**config.mk**
```make
export PLATFORM = sky130hd
export DESIGN_NAME = mem_port_arbiter
export DESIGN_NICKNAME = d
export VERILOG_FILES = /design/src/rtl/mem_port_arbiter.sv
export SDC_FILE = /design/constraint.sdc
export NUM_CORES = 1
export LEC_CHECK = 0
export BUFFER_PORTS_ARGS = -buffer_cell sky130_fd_sc_hd__buf_2
export CAP_MARGIN = 20
export CORE_MARGIN = 4
export CORE_UTILIZATION = 27
export CTS_BUF_LIST = sky130_fd_sc_hd__clkbuf_4
export DETAILED_ROUTE_END_ITERATION = 7
export PLACE_DENSITY_LB_ADDON = 0.1
export SLEW_MARGIN = 40
export SYNTH_ARGS = -nofsm -noshare
export SYNTH_HDL_FRONTEND = slang
export SYNTH_SLANG_ARGS = --single-unit
```
**constraint.sdc**
```tcl
create_clock -name clk -period 1.34 [get_ports clk]
set_input_delay 0.067 -clock clk [delete_from_list [all_inputs] [get_ports clk]]
set_output_delay 0.067 -clock clk [all_outputs]
set_load 0.05 [all_outputs]
```
**src/rtl/mem_port_arbiter.sv**
```systemverilog
// mem_port_arbiter: shares one memory port between instruction fetch and
// data load/store. Each access goes through IDLE -> BUSY_x -> IDLE. The
// winner's request is latched for the whole access, and sel steers the
// core's external address/write-data mux.
// Optional feature macro: MEM_ARB_RR_EN
//   defined   -> round-robin tie-break (last_grant register present)
//   undefined -> fixed priority, data wins ties
module mem_port_arbiter #(
  parameter int ADDR_W = 32,
  parameter int DATA_W = 32
) (
  input  logic                clk,
  input  logic                rst_n,
  input  logic                if_req,
  input  logic [ADDR_W-1:0]   if_addr,
  output logic                if_ack,
  output logic [DATA_W-1:0]   if_rdata,
  input  logic                d_req,
  input  logic                d_we,
  input  logic [ADDR_W-1:0]   d_addr,
  input  logic [DATA_W-1:0]   d_wdata,
  input  logic [DATA_W/8-1:0] d_be,
  output logic                d_ack,
  output logic [DATA_W-1:0]   d_rdata,
  output logic                mem_valid,
  output logic                mem_we,
  output logic [ADDR_W-1:0]   mem_addr,
  output logic [DATA_W-1:0]   mem_wdata,
  output logic [DATA_W/8-1:0] mem_be,
  input  logic                mem_ready,
  input  logic [DATA_W-1:0]   mem_rdata,
  output logic                sel
);

  localparam logic [1:0] IDLE   = 2'd0;
  localparam logic [1:0] BUSY_I = 2'd1;
  localparam logic [1:0] BUSY_D = 2'd2;

  logic [1:0] state;
  logic [1:0] state_nxt;
  logic       grant_i;
  logic       grant_d;
  logic       we_q;

`ifdef MEM_ARB_RR_EN
  // 0 = fetch was granted last, 1 = data was granted last
  logic       last_grant;
`endif

  // Grant decision, only taken while IDLE
  always_comb begin
    grant_i = 1'b0;
    grant_d = 1'b0;
    if (state == IDLE) begin
      if (if_req && d_req) begin
`ifdef MEM_ARB_RR_EN
        if (last_grant) grant_i = 1'b1;
        else            grant_d = 1'b1;
`else
        grant_d = 1'b1;
`endif
      end else begin
        grant_i = if_req;
        grant_d = d_req;
      end
    end
  end

  // Next-state logic; requests are ignored while busy
  always_comb begin
    state_nxt = state;
    case (state)
      IDLE: begin
        if (grant_d)      state_nxt = BUSY_D;
        else if (grant_i) state_nxt = BUSY_I;
      end
      BUSY_I, BUSY_D: begin
        if (mem_ready) state_nxt = IDLE;
      end
      default: state_nxt = IDLE;
    endcase
  end

  // State register
  always_ff @(posedge clk or negedge rst_n) begin
    if (!rst_n) state <= IDLE;
    else        state <= state_nxt;
  end

  // Latch the winner's request and owner select on the grant edge
  always_ff @(posedge clk or negedge rst_n) begin
    if (!rst_n) begin
      mem_addr  <= '0;
      mem_wdata <= '0;
      mem_be    <= '0;
      we_q      <= 1'b0;
      sel       <= 1'b0;
    end else if (grant_d) begin
      mem_addr  <= d_addr;
      mem_wdata <= d_wdata;
      mem_be    <= d_we ? d_be : '1;
      we_q      <= d_we;
      sel       <= 1'b1;
    end else if (grant_i) begin
      mem_addr  <= if_addr;
      mem_wdata <= '0;
      mem_be    <= '1;
      we_q      <= 1'b0;
      sel       <= 1'b0;
    end
  end

`ifdef MEM_ARB_RR_EN
  // Remember the last winner for the round-robin tie-break
  always_ff @(posedge clk or negedge rst_n) begin
    if (!rst_n)       last_grant <= 1'b1;
    else if (grant_d) last_grant <= 1'b1;
    else if (grant_i) last_grant <= 1'b0;
  end
`endif

  // Memory-side strobes and requester acks derive directly from state so an
  // asynchronous reset clears them without waiting for a clock edge
  always_comb begin
    mem_valid = (state == BUSY_I) || (state == BUSY_D);
    mem_we    = we_q && mem_valid;
    if_ack    = (state == BUSY_I) && mem_ready;
    d_ack     = (state == BUSY_D) && mem_ready;
    if_rdata  = mem_rdata;
    d_rdata   = mem_rdata;
  end

endmodule

```
==> tab_implementation.tex <==
\begin{tabular}{lr}
\hline
Metric & Value \\
\hline
\multicolumn{2}{l}{\textbf{Yosys}} \\
Sequential share of the synthesized area & 51.4\% \\
Net count after synthesis & 460 \\
Unique masters post-synth & 20 \\
Average instance area after synthesis & around 11 um\^{}2 \\
Cell count after synthesis & around 320 \\
Number of warning messages in the yosys log & 0 \\
Number of synthesized register bits & 72 \\
Post-Syn Area & 0.00351 mm\^{}2 \\
\multicolumn{2}{l}{\textbf{GRT}} \\
First-pass GRT wire length & $\sim$20 mm \\
Antenna violations before repair & 0 \\
Maximum number of pins on one net before global-route repair & 44 \\
Total overflow reported by the global router & 0 \\
Total track usage & 16.8\% \\
Via count of the first global-routing pass & 3860 \\
\multicolumn{2}{l}{\textbf{Floorplan}} \\
Number of top-level pins & 275 \\
Initial core utilization & 27.7\% \\
Core area & 0.0127 mm\^{}2 \\
Die outline width & $\sim$120 um \\
Y dimension of the die & 122 um \\
Core Rows & 41 \\
Die Footprint & 0.0149 mm\^{}2 \\
\multicolumn{2}{l}{\textbf{Final layout}} \\
Net total in the final layout & 699 \\
Design area & 0.00633 mm\^{}2 \\
Antenna diode instance count & 0 \\
Fraction of final layout cells sized beyond drive strength 1 & 49.6\% \\
Post-synthesis to final-layout area growth & 80.4\% \\
\multicolumn{2}{l}{\textbf{STA}} \\
Worst Skew & about 0.013 ns \\
Tightest hold margin & 0.116 ns \\
Max Fclk & 674 MHz \\
Shortest period the worst path allows & 1.48 ns \\
Final max-slew violation count & 0 \\
Unrepaired setup endpoints after global routing & true \\
Setup-violating endpoint count in the final report & 75 \\
Hold violation total from the final report & 0 \\
Normalized max-slew margin & 50.6\% \\
Share of the clock period used by the worst path after layout & 111\% \\
Slew @ Worst Pin & between 0.7 and 0.8 ns \\
Smallest setup slack after layout & -0.143 ns \\
Final sum of negative setup slack & -6.60 ns \\
\multicolumn{2}{l}{\textbf{Pwr}} \\
Pwr Total & 15.2 mW \\
Switching part of the total power & 51.3\% \\
Proportion of power drawn by flip-flops and latches & 26.3\% \\
Internal power & about 7.4 mW \\
Power density over cell area & around 2400 mW/mm\^{}2 \\
Clock share of power & 8.9\% \\
Leak pwr & 2.84 nW \\
Highest ir drop seen on vdd & roughly 1.3 mV \\
Switching Power & 7.81 mW \\
Share of power burned in combinational logic & 64.8\% \\
\multicolumn{2}{l}{\textbf{Clock network}} \\
Clk Latency, worst-skew pair & 0.41 ns \\
Clock transition at path regs & 0.13 ns \\
Clock sink total & about 70 \\
Number of buffers created by CTS & 9 \\
TritonCTS clock tree & done \\
Root Buffer & sky130\_fd\_sc\_hd\_\_clkbuf\_4 \\
CTS max path bufs & 2 \\
H-tree Lvls & 3 \\
\multicolumn{2}{l}{\textbf{Hold path}} \\
Source of the worst hold timing path & d\_req \\
Path category of the worst min-delay check & primary input to register \\
\multicolumn{2}{l}{\textbf{Drt}} \\
Detail-routed via count per cell & 4.79 \\
Number of nets still failing antenna checks after routing & 0 \\
Routed via count & roughly 3500 \\
First-pass iteration count of the detailed router & 4 \\
Overall routed net length & 12.9 mm \\
Residual DRC & 0 \\
Routed wirelength normalized by instance count & 17.5 um \\
DR iter-0 viols & about 180 \\
\multicolumn{2}{l}{\textbf{Setup path}} \\
Worst Setup Path Type & register to primary output \\
CP startpoint & state[1]\$\_DFFE\_PN0P\_ \\
Kind of end point of the critical path & primary output \\
CP Data Required Time & 1.27 ns \\
Crit Reg-Reg Startpoint & state[0]\$\_DFFE\_PN0P\_ \\
CP max FO & 2 \\
Arrival time of data at the critical path endpoint & 1.42 ns \\
Startpoint type of the worst setup path & register \\
\multicolumn{2}{l}{\textbf{Placement}} \\
Post-detailed-placement cell area & 0.00418 mm\^{}2 \\
Sum of net half-perimeters after detailed placement & between 7 and 8 mm \\
Input/output buffers & 178 \\
Weighted congestion reported at the end of routability-driven placement & 0.712 \\
\multicolumn{2}{l}{\textbf{Status}} \\
Failing checks & negative setup slack \\
Run status & finished with violations \\
\multicolumn{2}{l}{\textbf{Flow run}} \\
Count of max-cap constraint violations & 0 \\
\hline
\end{tabular}
[synth_stat cells]
cell type	count	area share, %
sky130_fd_sc_hd__o21ai_2	1	0.25
sky130_fd_sc_hd__nor2_1	32	3.4
sky130_fd_sc_hd__buf_2	14	2.0
sky130_fd_sc_hd__nand2_1	8	0.86
sky130_fd_sc_hd__ha_1	3	1.1
sky130_fd_sc_hd__a21boi_0	1	0.21
sky130_fd_sc_hd__inv_1	3	0.32
sky130_fd_sc_hd__o22ai_1	32	5.7
sky130_fd_sc_hd__buf_6	5	1.6
sky130_fd_sc_hd__and2_1	4	0.71
sky130_fd_sc_hd__and2_4	1	0.25
sky130_fd_sc_hd__buf_4	64	14
sky130_fd_sc_hd__a22o_1	33	8.2
sky130_fd_sc_hd__o22a_1	4	1.0
sky130_fd_sc_hd__o21ai_0	2	0.29
sky130_fd_sc_hd__clkbuf_1	6	0.64
sky130_fd_sc_hd__or2_1	1	0.18
sky130_fd_sc_hd__nand2b_1	1	0.18
sky130_fd_sc_hd__dfrtp_1	72	51
sky130_fd_sc_hd__o32ai_1	32	8.0
[area by class of cell]
| type | instances | area, um^2 |
|---|---|---|
| Timing Repair Buffer | 317 | 2610 |
| Inverter | 3 | 11.3 |
| Clock buffer | 9 | 67.6 |
| Sequential cell | 72 | 1800 |
| Multi-Input combinational cell | 155 | 1570 |
| Fill cell | 1111 | 6340 |
| Clock inverter | 7 | 62.6 |
| Tap cell | 172 | 215 |
[path summary, 6_finish.rpt]
path / end / slack, ns / cells past startpoint
hold / removal: state[0]$_DFFE_PN0P_ / 0.12 / 3
max in group asynchronous: mem_addr[11]$_DFFE_PN0P_ / 0.31 / 3
hold reg to reg: mem_wdata[23]$_DFFE_PN0P_ / 0.50 / 1
setup reg to reg: mem_be[1]$_DFFE_PN0P_ / -0.14 / 7
min in group asynchronous: mem_addr[18]$_DFFE_PN0P_ / 0.20 / 3
setup / recovery: d_ack / -0.14 / 4
[cells by family (layout without fill, tap and decap cells)]
family | count (synthesis) | in the layout | share of synthesized area [%]
DFF | 72 | 72 | 51.4
AOI/OAI and AO/OA | 105 | 105 | 23.7
and+or+nand+nor | 47 | 47 | 5.60
buffers and inverters | 92 | 336 | 18.3
adders and majority gates | 3 | 3 | 1.07
[per-stage QoR]
stage | std cells | utilization, % | setup WS [ns]
6_report | 735 | 49.9 | -0.143
5_1_grt | 735 | 49.9 | -0.231
4_1_cts | 728 | 47.1 | -0.201
3_5_place_dp | 594 | 33.0 | -0.0507
3_3_place_gp | 594 | 33.0 | -0.0334
2_1_floorplan | 319 | - | 0.00624
[power by group through the flow]
stage	Combinational [mW]	Clock (mW)	Sequential, mW
6_report	9.85	1.36	4.00
5_1_grt	10.4	1.54	4.14
4_1_cts	9.05	1.45	3.89
3_5_place_dp	7.59	0	3.83
3_3_place_gp	7.57	0	3.87
2_1_floorplan	2.77	0	7.13
[worst max-delay path, stage by stage (launching register included)]
cell,delay (ns)
sky130_fd_sc_hd__dfrtp_1,0.41
sky130_fd_sc_hd__buf_4,0.14
sky130_fd_sc_hd__ha_1,0.17
sky130_fd_sc_hd__and2_4,0.14
sky130_fd_sc_hd__buf_6,0.14
[layout by cell type, fill, tap and decap left out, types with 2 or more instances in the layout]
| cell | Yosys | final |
|---|---|---|
| sky130_fd_sc_hd__clkbuf_16 | 0 | 4 |
| sky130_fd_sc_hd__o32ai_4 | 0 | 16 |
| sky130_fd_sc_hd__clkinv_2 | 0 | 5 |
| sky130_fd_sc_hd__o22ai_1 | 32 | 32 |
| sky130_fd_sc_hd__nand2_2 | 0 | 2 |
| sky130_fd_sc_hd__nor2_1 | 32 | 32 |
| sky130_fd_sc_hd__and2_4 | 1 | 5 |
| sky130_fd_sc_hd__nand2_4 | 0 | 3 |
| sky130_fd_sc_hd__buf_12 | 0 | 8 |
| sky130_fd_sc_hd__buf_2 | 14 | 173 |
| sky130_fd_sc_hd__buf_16 | 0 | 8 |
| sky130_fd_sc_hd__nand2_1 | 8 | 2 |
| sky130_fd_sc_hd__buf_6 | 5 | 10 |
| sky130_fd_sc_hd__o32ai_2 | 0 | 16 |
| sky130_fd_sc_hd__dfrtp_1 | 72 | 72 |
| sky130_fd_sc_hd__buf_8 | 0 | 4 |
| sky130_fd_sc_hd__o22a_1 | 4 | 4 |
| sky130_fd_sc_hd__dlygate4sd3_1 | 0 | 104 |
| sky130_fd_sc_hd__a22o_1 | 33 | 33 |
| sky130_fd_sc_hd__buf_4 | 64 | 6 |
| sky130_fd_sc_hd__clkbuf_4 | 0 | 9 |
| sky130_fd_sc_hd__inv_2 | 0 | 3 |
[repair_timing]
action,CTS,global route
hold buffers,104,0
buffers inserted,7,3
pin swaps,17,55
setup endpoints to repair,72,76
hold endpoints to repair,142,0
gates resized for setup,71,35
gates cloned,8,4
[layer usage]
| layer | track usage (%) | part of all wire (%) |
|---|---|---|
| met1 | 19.9 | 39 |
| met2 | 28.9 | 50 |
| met3 | 4.74 | 8.9 |
| met4 | 6.30 | 1.5 |
| met5 | 0 | 0 |
[flip-flops by register name, summed over array words and instances (netlist names)]
signal,cells
mem_addr,32
mem_be,4
mem_wdata,32
sel,1
state,2
we_q,1
Note: power is estimated with default switching activity, not from simulation.
